## src/rtl/alu_op_sequencer.sv

```systemverilog
// ---------------------------------------------------------------------------
// alu_op_sequencer
// Accepts ALU operations from two requesters through a round-robin arbiter,
// sequences them onto a shared external ALU over one or more EXEC cycles, and
// holds the result until the consumer accepts it.
//
// Ports
//   clk, rst_n        clock, asynchronous active-low reset
//   req_valid_i[1:0]  per-requester request valid
//   req_ready_o[1:0]  per-requester accept (at most one bit high, IDLE only)
//   req_op_i[5:0]     opcode, requester i at [3i+2:3i]
//   req_a_i/req_b_i   operands, requester i at [8i+7:8i]
//   rsp_valid_o       result available (DONE)
//   rsp_ready_i       result consumer accept
//   rsp_id_o          requester owning the result
//   rsp_data_o        result byte
//   rsp_cout_o        carry/borrow of add/sub, 0 otherwise
//   busy_o            high whenever not IDLE
//   alu_a_o/alu_b_o   operands to the shared ALU
//   alu_en_o[7:0]     one-hot ALU select (add,sub,mul,shift,or,not,xor,nand)
//   alu_shift_o       shifter direction, 1 = left
//   alu_result_i      ALU result
//   alu_cout_i        ALU carry/borrow
// ---------------------------------------------------------------------------
module alu_op_sequencer #(
   parameter int MUL_LAT = 2
) (
   input  logic        clk,
   input  logic        rst_n,
   input  logic [1:0]  req_valid_i,
   output logic [1:0]  req_ready_o,
   input  logic [5:0]  req_op_i,
   input  logic [15:0] req_a_i,
   input  logic [15:0] req_b_i,
   output logic        rsp_valid_o,
   input  logic        rsp_ready_i,
   output logic        rsp_id_o,
   output logic [7:0]  rsp_data_o,
   output logic        rsp_cout_o,
   output logic        busy_o,
   output logic [7:0]  alu_a_o,
   output logic [7:0]  alu_b_o,
   output logic [7:0]  alu_en_o,
   output logic        alu_shift_o,
   input  logic [7:0]  alu_result_i,
   input  logic        alu_cout_i
);

   typedef enum logic [1:0] {IDLE, EXEC, DONE} state_t;

   localparam logic [2:0] OpAdd   = 3'd0;
   localparam logic [2:0] OpSub   = 3'd1;
   localparam logic [2:0] OpMul   = 3'd2;
   localparam logic [2:0] OpShift = 3'd3;

   // MUL_LAT of 0 is treated as a single cycle; the counter is 3 bits wide.
   localparam int         MulCycles = (MUL_LAT < 1) ? 1 : ((MUL_LAT > 7) ? 7 : MUL_LAT);
   localparam logic [2:0] MulLast   = 3'(MulCycles - 1);

   state_t      state_q, state_d;
   logic [2:0]  op_q;
   logic [7:0]  a_q, b_q, work_q;
   logic        id_q, last_q;
   logic [2:0]  cnt_q;
   logic [7:0]  rsp_data_q;
   logic        rsp_cout_q;

   logic [1:0]  grant;
   logic        handshake;
   logic        selId;
   logic [2:0]  selOp;
   logic [7:0]  selA, selB;
   logic [2:0]  selCnt;
   logic        lastExec;
   logic        isShift;
   logic        zeroShift;

   // Round-robin: on contention the requester that did not win last time goes.
   always_comb begin
      grant = 2'b00;
      case (req_valid_i)
         2'b01:   grant = 2'b01;
         2'b10:   grant = 2'b10;
         2'b11:   grant = last_q ? 2'b01 : 2'b10;
         default: grant = 2'b00;
      endcase
   end

   assign selId     = grant[1];
   assign selOp     = selId ? req_op_i[5:3] : req_op_i[2:0];
   assign selA      = selId ? req_a_i[15:8] : req_a_i[7:0];
   assign selB      = selId ? req_b_i[15:8] : req_b_i[7:0];
   assign handshake = (state_q == IDLE) && (grant != 2'b00);

   // Counter is loaded with (EXEC length - 1); shift by zero still takes one cycle.
   always_comb begin
      selCnt = 3'd0;
      if (selOp == OpMul) begin
         selCnt = MulLast;
      end else if (selOp == OpShift) begin
         selCnt = (selB[2:0] == 3'd0) ? 3'd0 : (selB[2:0] - 3'd1);
      end
   end

   assign lastExec  = (cnt_q == 3'd0);
   assign isShift   = (op_q == OpShift);
   assign zeroShift = isShift && (b_q[2:0] == 3'd0);

   always_ff @(posedge clk or negedge rst_n) begin
      if (!rst_n) begin
         state_q <= IDLE;
      end else begin
         state_q <= state_d;
      end
   end

   always_comb begin
      state_d     = state_q;
      req_ready_o = 2'b00;
      alu_en_o    = 8'h00;
      rsp_valid_o = 1'b0;
      case (state_q)
         IDLE: begin
            req_ready_o = grant;
            if (handshake) state_d = EXEC;
         end
         EXEC: begin
            alu_en_o = 8'h01 << op_q;
            if (lastExec) state_d = DONE;
         end
         DONE: begin
            rsp_valid_o = 1'b1;
            if (rsp_ready_i) state_d = IDLE;
         end
         default: state_d = IDLE;
      endcase
   end

   always_ff @(posedge clk or negedge rst_n) begin
      if (!rst_n) begin
         op_q       <= 3'd0;
         a_q        <= 8'h00;
         b_q        <= 8'h00;
         work_q     <= 8'h00;
         id_q       <= 1'b0;
         last_q     <= 1'b1;
         cnt_q      <= 3'd0;
         rsp_data_q <= 8'h00;
         rsp_cout_q <= 1'b0;
      end else begin
         if (handshake) begin
            op_q   <= selOp;
            a_q    <= selA;
            b_q    <= selB;
            work_q <= selA;
            id_q   <= selId;
            last_q <= selId;
            cnt_q  <= selCnt;
         end else if (state_q == EXEC) begin
            if (!lastExec) cnt_q <= cnt_q - 3'd1;
            // The shifter moves one bit per cycle, so feed its result back.
            if (isShift && !zeroShift) work_q <= alu_result_i;
            if (lastExec) begin
               rsp_data_q <= zeroShift ? a_q : alu_result_i;
               rsp_cout_q <= ((op_q == OpAdd) || (op_q == OpSub)) ? alu_cout_i : 1'b0;
            end
         end
      end
   end

   assign busy_o      = (state_q != IDLE);
   assign rsp_id_o    = id_q;
   assign rsp_data_o  = rsp_data_q;
   assign rsp_cout_o  = rsp_cout_q;
   assign alu_a_o     = isShift ? work_q : a_q;
   assign alu_b_o     = b_q;
   assign alu_shift_o = isShift ? b_q[3] : 1'b0;

endmodule

```

## config.mk

```make
export PLATFORM = sky130hd
export DESIGN_NAME = alu_op_sequencer
export DESIGN_NICKNAME = d
export VERILOG_FILES = /design/src/rtl/alu_op_sequencer.sv
export SDC_FILE = /design/constraint.sdc
export NUM_CORES = 1
export LEC_CHECK = 0
export ABC_AREA = 1
export CAP_MARGIN = 20
export CORE_ASPECT_RATIO = 0.7
export CORE_MARGIN = 2
export CORE_UTILIZATION = 44
export DETAILED_ROUTE_END_ITERATION = 10
export PLACE_DENSITY = 0.82
export SLEW_MARGIN = 20
export SYNTH_ARGS = -nofsm -noshare
export SYNTH_HDL_FRONTEND = slang
export SYNTH_SLANG_ARGS = --single-unit
export TNS_END_PERCENT = 5
```

## constraint.sdc

```tcl
create_clock -name clk -period 2.19 [get_ports clk]
set_input_delay 0.438 -clock clk [delete_from_list [all_inputs] [get_ports clk]]
set_output_delay 0.438 -clock clk [all_outputs]
set_load 0.02 [all_outputs]
```

==> results of run 1 <==
## worst max-delay path by stage
| stage | to | slack [ns] | cells after the start |
|---|---|---|---|
| after floorplan | req_ready_o[0] | 0.51 | 3 |
| after global placement | req_ready_o[0] | -0.09 | 4 |
| after detailed placement | req_ready_o[1] | -0.13 | 5 |
| after CTS | busy_o | 0.04 | 2 |
| after global routing | cnt_q[0]$_DFFE_PN0P_ | 0.008 | 12 |
| final | alu_a_o[6] | 0.07 | 5 |
## Yosys cell counts (all sizes together), types with 2 or more instances
cell | count | area, um2
a21oi | 13 | 80.07
buf | 7 | 52.54
clkbuf | 3 | 11.26
dfrtp | 42 | 1051
ha | 4 | 50.05
inv | 37 | 141.4
nand2 | 67 | 254.0
nand3 | 5 | 25.02
nor2 | 62 | 266.5
nor3 | 2 | 15.01
o21ai | 62 | 310.3
## power by group through the flow
stage	Combinational (W)	Clock, W	Sequential (W)
after detailed placement	0.00275	0	0.00148
after global routing	0.00291	0.000657	0.00153
final	0.00265	0.000607	0.00148
after global placement	0.00267	0	0.00146
after CTS	0.00265	0.000617	0.00147
after floorplan	0.00141	0	0.00163
## stage by stage
step                utilization  std cells  setup WS (ns)  setup TNS [ns]  area [um2]
floorplan                     -        312         0.5092               0        2333
global placement         0.6562        481       -0.09341         -0.1950        3396
detailed placement       0.6562        481        -0.1304         -0.3879        3396
CTS                      0.6721        488        0.04259               0        3478
global route             0.6734        488       0.008396               0        3485
finish                   0.6734        488        0.07173               0        3485
## layout make-up
cell class | instances | area (um2)
fill | 448 | 1690
sequential | 43 | 1077
tap | 72 | 90.09
inverter | 37 | 141.4
multi-input combinational | 222 | 1054
timing repair buffer | 107 | 1016
clock inverter | 2 | 37.54
clock buffer | 5 | 68.82
## flip-flops by register name, indices dropped and copies added, names as in the netlist
name	count
work_q	8
cnt_q	3
alu_b_o	8
rsp_data_o	8
state_q	2
rsp_cout_o	1
a_q	8
rsp_id_o	1
op_q	3
last_q	1
## repair_timing
| item | 4_1_cts | 5_1_grt |
|---|---|---|
| resized for setup | 19 | 2 |
| setup endpoints to repair | 19 | 2 |
| cloned | 0 | 0 |
| pin swaps | 0 | 0 |
| buffers inserted | 0 | 0 |
## cell families after synthesis
group | after synthesis | share of synthesized area
buffers and inverters | 47 | 0.08793
flip-flops | 43 | 0.4617
AND/OR/NAND/NOR | 137 | 0.2429
XOR/XNOR | 1 | 0.003754
adder cells (fa/ha/maj) | 4 | 0.02145
AO/OA/AOI/OAI | 80 | 0.1823
## metal layers
metal,vias to the layer above,routed length (um),part of all wire,global-route usage
li1,1201,-,-,-
met1,1100,2870,0.43,0.3035
met2,106,3042,0.46,0.3769
met3,11,644,0.096,0.06977
met4,0,119,0.018,0.09659
met5,-,0,0,0
## critical path, stage by stage (launching register included)
cell and delay [ns]:
dfrtp_1 0.41, nand2_1 0.15, nor2_4 0.05, buf_12 0.15, o21ai_0 0.24, dlygate4sd2_1 0.38
==> results by group, run 1 <==
Global routing
  – Gr usage total: 0.2362
  – First-pass GRT wire length: 10.88 mm
  – Vias in the first global route: 2410
  – Pin count of the biggest net entering global routing: 26
  – Overflow after GRT: 0
  – Antenna violations before repair: 0

Setup path
  – Crit Path Max Fanout: 16
  – Crit start category: flop
  – CP endpoint kind: output pin
  – Reg2reg path depth: 11
  – Worst endpoint required time: 1.75 ns
  – RR Startpoint: last_q$_DFFE_PN1P_
  – Critical path type: reg2out
  – Critical Path Source: op_q[1]$_DFFE_PN0P_
  – Reg-to-reg endpoint: cnt_q[0]$_DFFE_PN0P_
  – Flop-to-flop setup slack: 0.38 ns
  – Arr. time, crit path: 1.68 ns

Power and ir drop
  – Share of total power in the clock network: 0.128
  – Leakage: 1.676 nW
  – Switching power: 0.002106 W
  – Logic pwr share: 0.560
  – VDD IR max: 0.7797 mV
  – Sw Ratio: 0.4449
  – Sequential share of power: 0.312
  – Internal Power: 0.002627 W
  – Total Power: 0.004733 W
  – Power Density: 1358 nW/um2

Synth
  – Mapped Area: 2333 um2
  – Top FF cell, synth: dfrtp_1
  – Register area share after synthesis: 0.4617
  – Syn nets: 368
  – Synth Area per Inst: 7.479 um2
  – Ys async rst share: 1.000
  – Warnings from Yosys: 0
  – Number of flops mapped to enable cells by yosys: 0
  – Synth Register Bits: 43
  – Synth Instances: 312
  – Synth unique cells: 30

Die
  – Initial Utilization: 0.4509
  – Die Span X: 91.04 um
  – I/O pins: 91
  – DIE HEIGHT: 64.93 um
  – Die area: 5911 um2
  – Total core area: 5175 um2
  – Rows: 22

Timing
  – Minimum clock period: 2.118 ns
  – Final Skew: 0.009473 ns
  – Final setup violation count: 0
  – Final hold slack: 0.1114 ns
  – Unrepaired setup endpoints after global routing: false
  – Final period utilization: 0.9672
  – Final hold violation count: 0
  – Count of final max-slew check failures: 0
  – Fmax: 472.1 MHz
  – Slew @ Worst Pin: 0.5413 ns
  – Relative slew slack: 0.6391

Status
  – Status: completed

Final layout
  – Synth-to-Final Area Change: 49.33%
  – ANT cells: 0
  – Nets: 472
  – Most common cell after layout, fill and taps aside: clkdlybuf4s50_1
  – Share of layout cells above drive strength 1: 0.09375
  – Commonest non-fill, non-tap cells in the layout: 70 x clkdlybuf4s50_1, 66 x nand2_1, 58 x nor2_1, 55 x o21ai_0, 42 x dfrtp_1

Clocking
  – Hold-fix buffers, CTS: 0
  – CTS root buf: clkbuf_8
  – Number of buffers created by CTS: 5
  – Clock Latency Late Sink: 0.30 ns
  – Clk buf depth: 2
  – Clock-pin slew on the worst setup and hold paths: 0.08 ns
  – Clock sinks: 43
  – H-tree levels: 2
  – CTS tree: done

Route
  – Antenna viol nets, final: 0
  – Wirelength per Cell: 13.68 um
  – Initial DRC count: 197
  – Routed WL: 6.677 mm
  – Via count: 2418
  – Vias per std cell: 4.955
  – Drt pass-1 iters: 4
  – Drt drc: 0

Flow run
  – Max cap viols: 0

Place
  – HPWL Detailed: 5.187 mm
  – Port Buf Inserts: 90
  – RePlAce Congestion: 0.8131

Worst hold path
  – Worst min-delay path category: in2async
No activity file was read; power rests on OpenSTA's default activity.
==> inputs of run 2 (changes only) <==
- CORE_MARGIN: 2 -> unset
- HOLD_SLACK_MARGIN: unset -> 0.02
==> run 2 against run 1 <==
Effect of this change:
- worst hold slack improved by 0.028 ns
- fmax fell by 2.0%
- via count fell by 0.45%
- total power fell by 2.7%
- clock power decreased by 20%
- largest cell class unchanged
==> results by group, run 2 (synthesized netlist as in run 1, its figures left out) <==
Clocking
  – Clock Latency Late Sink: 0.30 ns
  – Hold-fix buffers, CTS: 0
  – H-tree levels: 2
  – Number of buffers created by CTS: 5
  – Clk buf depth: 2
  – CTS tree: done
  – Clock-pin slew on the worst setup and hold paths: 0.08 ns
  – CTS root buf: clkbuf_8
  – Clock sinks: 43

Final layout
  – ANT cells: 0
  – Layout Cells excl Fill: 485
  – Share of layout cells above drive strength 1: 0.08654
  – # fillers: 429
  – Most common cell after layout, fill and taps aside: clkdlybuf4s50_1
  – Nets: 471
  – Final Cell Area: 3453 um2
  – Commonest non-fill, non-tap cells in the layout: 69 x clkdlybuf4s50_1, 66 x nand2_1, 58 x nor2_1, 55 x o21ai_0, 42 x dfrtp_1
  – Synth-to-Final Area Change: 47.99%

Place
  – HPWL Detailed: 5.169 mm
  – RePlAce Congestion: 0.8260
  – Dpl ws: -0.2119 ns
  – Cell Area, Placed: 3385 um2
  – Port Buf Inserts: 90
  – Placed insts: 477

Setup path
  – WP depth: 4
  – Flop-to-flop setup slack: 0.30 ns
  – Reg2reg path depth: 11
  – Buf+Inv Stages, Crit Path: 2
  – Worst endpoint required time: 1.75 ns
  – Critical path type: in2out
  – Slowest-stage cell, CP: clkdlybuf4s50_1
  – Crit start category: input pin
  – Arr. time, crit path: 1.72 ns
  – Crit Path Max Fanout: 3
  – Worst path max stage delay: 0.46 ns
  – Crit path cell chain: clkdlybuf4s50_1 -> nor2_1 -> nor3_1 -> dlygate4sd2_1
  – CP top delay family: buffers and inverters
  – CP endpoint kind: output pin

Global routing
  – Overflow after GRT: 0
  – Pin count of the biggest net entering global routing: 28
  – Antenna violations before repair: 0
  – First-pass GRT wire length: 10.77 mm
  – Vias in the first global route: 2279
  – Gr usage total: 0.2563

Power and ir drop
  – Share of total power in the clock network: 0.106
  – Switching power: 0.002088 W
  – VDD IR max: 0.7320 mV
  – Power Density: 1334 nW/um2
  – Sequential share of power: 0.321
  – Internal Power: 0.002519 W
  – Logic pwr share: 0.574
  – Sw Ratio: 0.4532
  – Leakage: 1.668 nW

Route
  – Wirelength per Cell: 13.77 um
  – Drt drc: 0
  – Initial DRC count: 193
  – Vias per std cell: 4.963
  – Routed WL: 6.680 mm
  – Drt pass-1 iters: 4
  – Via count: 2407
  – Antenna viol nets, final: 0

Timing
  – Final Skew: 0.005502 ns
  – Count of final max-slew check failures: 0
  – Unrepaired setup endpoints after global routing: true
  – Final period utilization: 0.9869
  – Minimum clock period: 2.161 ns
  – Final setup TNS: 0 ns
  – Final setup violation count: 0
  – Relative slew slack: 0.5965
  – Fmax: 462.7 MHz
  – Final hold violation count: 0
  – Final worst slack: 0.02865 ns
  – Slew @ Worst Pin: 0.6052 ns

Status
  – Status: completed

Die
  – Initial Utilization: 0.4724
  – Die area: 5603 um2
  – Total core area: 4940 um2
  – DIE HEIGHT: 62.93 um
  – Rows: 21
  – I/O pins: 91
  – Die Span X: 89.04 um

Worst hold path
  – Worst min-delay path category: in2async

Flow run
  – Max cap viols: 0
## run 2: final timing paths
path	startpoint	end
min	rst_n	a_q[1]$_DFFE_PN0P_
min in group clk	rsp_id_o$_DFFE_PN0P_	rsp_id_o$_DFFE_PN0P_
max reg2reg	last_q$_DFFE_PN1P_	cnt_q[0]$_DFFE_PN0P_
max in group asynchronous	rst_n	last_q$_DFFE_PN1P_
max	req_valid_i[0]	req_ready_o[0]
min reg2reg	rsp_id_o$_DFFE_PN0P_	rsp_id_o$_DFFE_PN0P_
## run 2: cell type report
class	count	area, um2	area share
Clock buffer	7	76.32	0.02210
Clock inverter	1	5.005	0.001449
Inverter	37	141.4	0.04094
Multi-Input combinational cell	222	1051	0.3043
Sequential cell	43	1077	0.3120
Tap cell	69	86.33	0.02500
Timing Repair Buffer	106	1016	0.2942
## run 2: per-layer routing
layer	GRT usage	routed length, um	vias up
met5	0	0	-
met4	0.06944	74	0
met3	0.07926	637	8
met2	0.4115	3137	103
met1	0.3336	2830	1096
li1	-	-	1200
## run 2: stage by stage
step / total power, W / utilization / hold WS [ns]
after floorplan: 0.003039 / - / 0.1424
after global placement: 0.004137 / 0.6852 / 0.4562
after detailed placement: 0.004241 / 0.6852 / 0.4584
after CTS: 0.004614 / 0.6968 / 0.1550
after global routing: 0.004958 / 0.6991 / 0.1917
final: 0.004607 / 0.6991 / 0.1393
## run 2: power groups by stage
stage	registers (W)	logic (W)	clock network (W)
after floorplan	0.00163	0.00141	0
after global placement	0.00147	0.00267	0
after detailed placement	0.00148	0.00276	0
after CTS	0.00147	0.00265	0.000492
after global routing	0.00153	0.00291	0.000523
final	0.00148	0.00264	0.000487
## run 2: timing repair
item,4_1_cts,5_1_grt
gates resized for setup,19,4
endpoints found under the setup margin,19,3
setup buffers,0,0
## run 2: worst register-to-register path, cell delays in order (launching register included)
cell	delay, ns
dfstp_2	0.56
nand3_1	0.10
nand2_1	0.11
buf_6	0.19
nand2_1	0.07
nand2_1	0.07
inv_1	0.05
nor2_1	0.14
ha_1	0.18
nor2_1	0.05
o21ai_0	0.14
a21oi_1	0.09
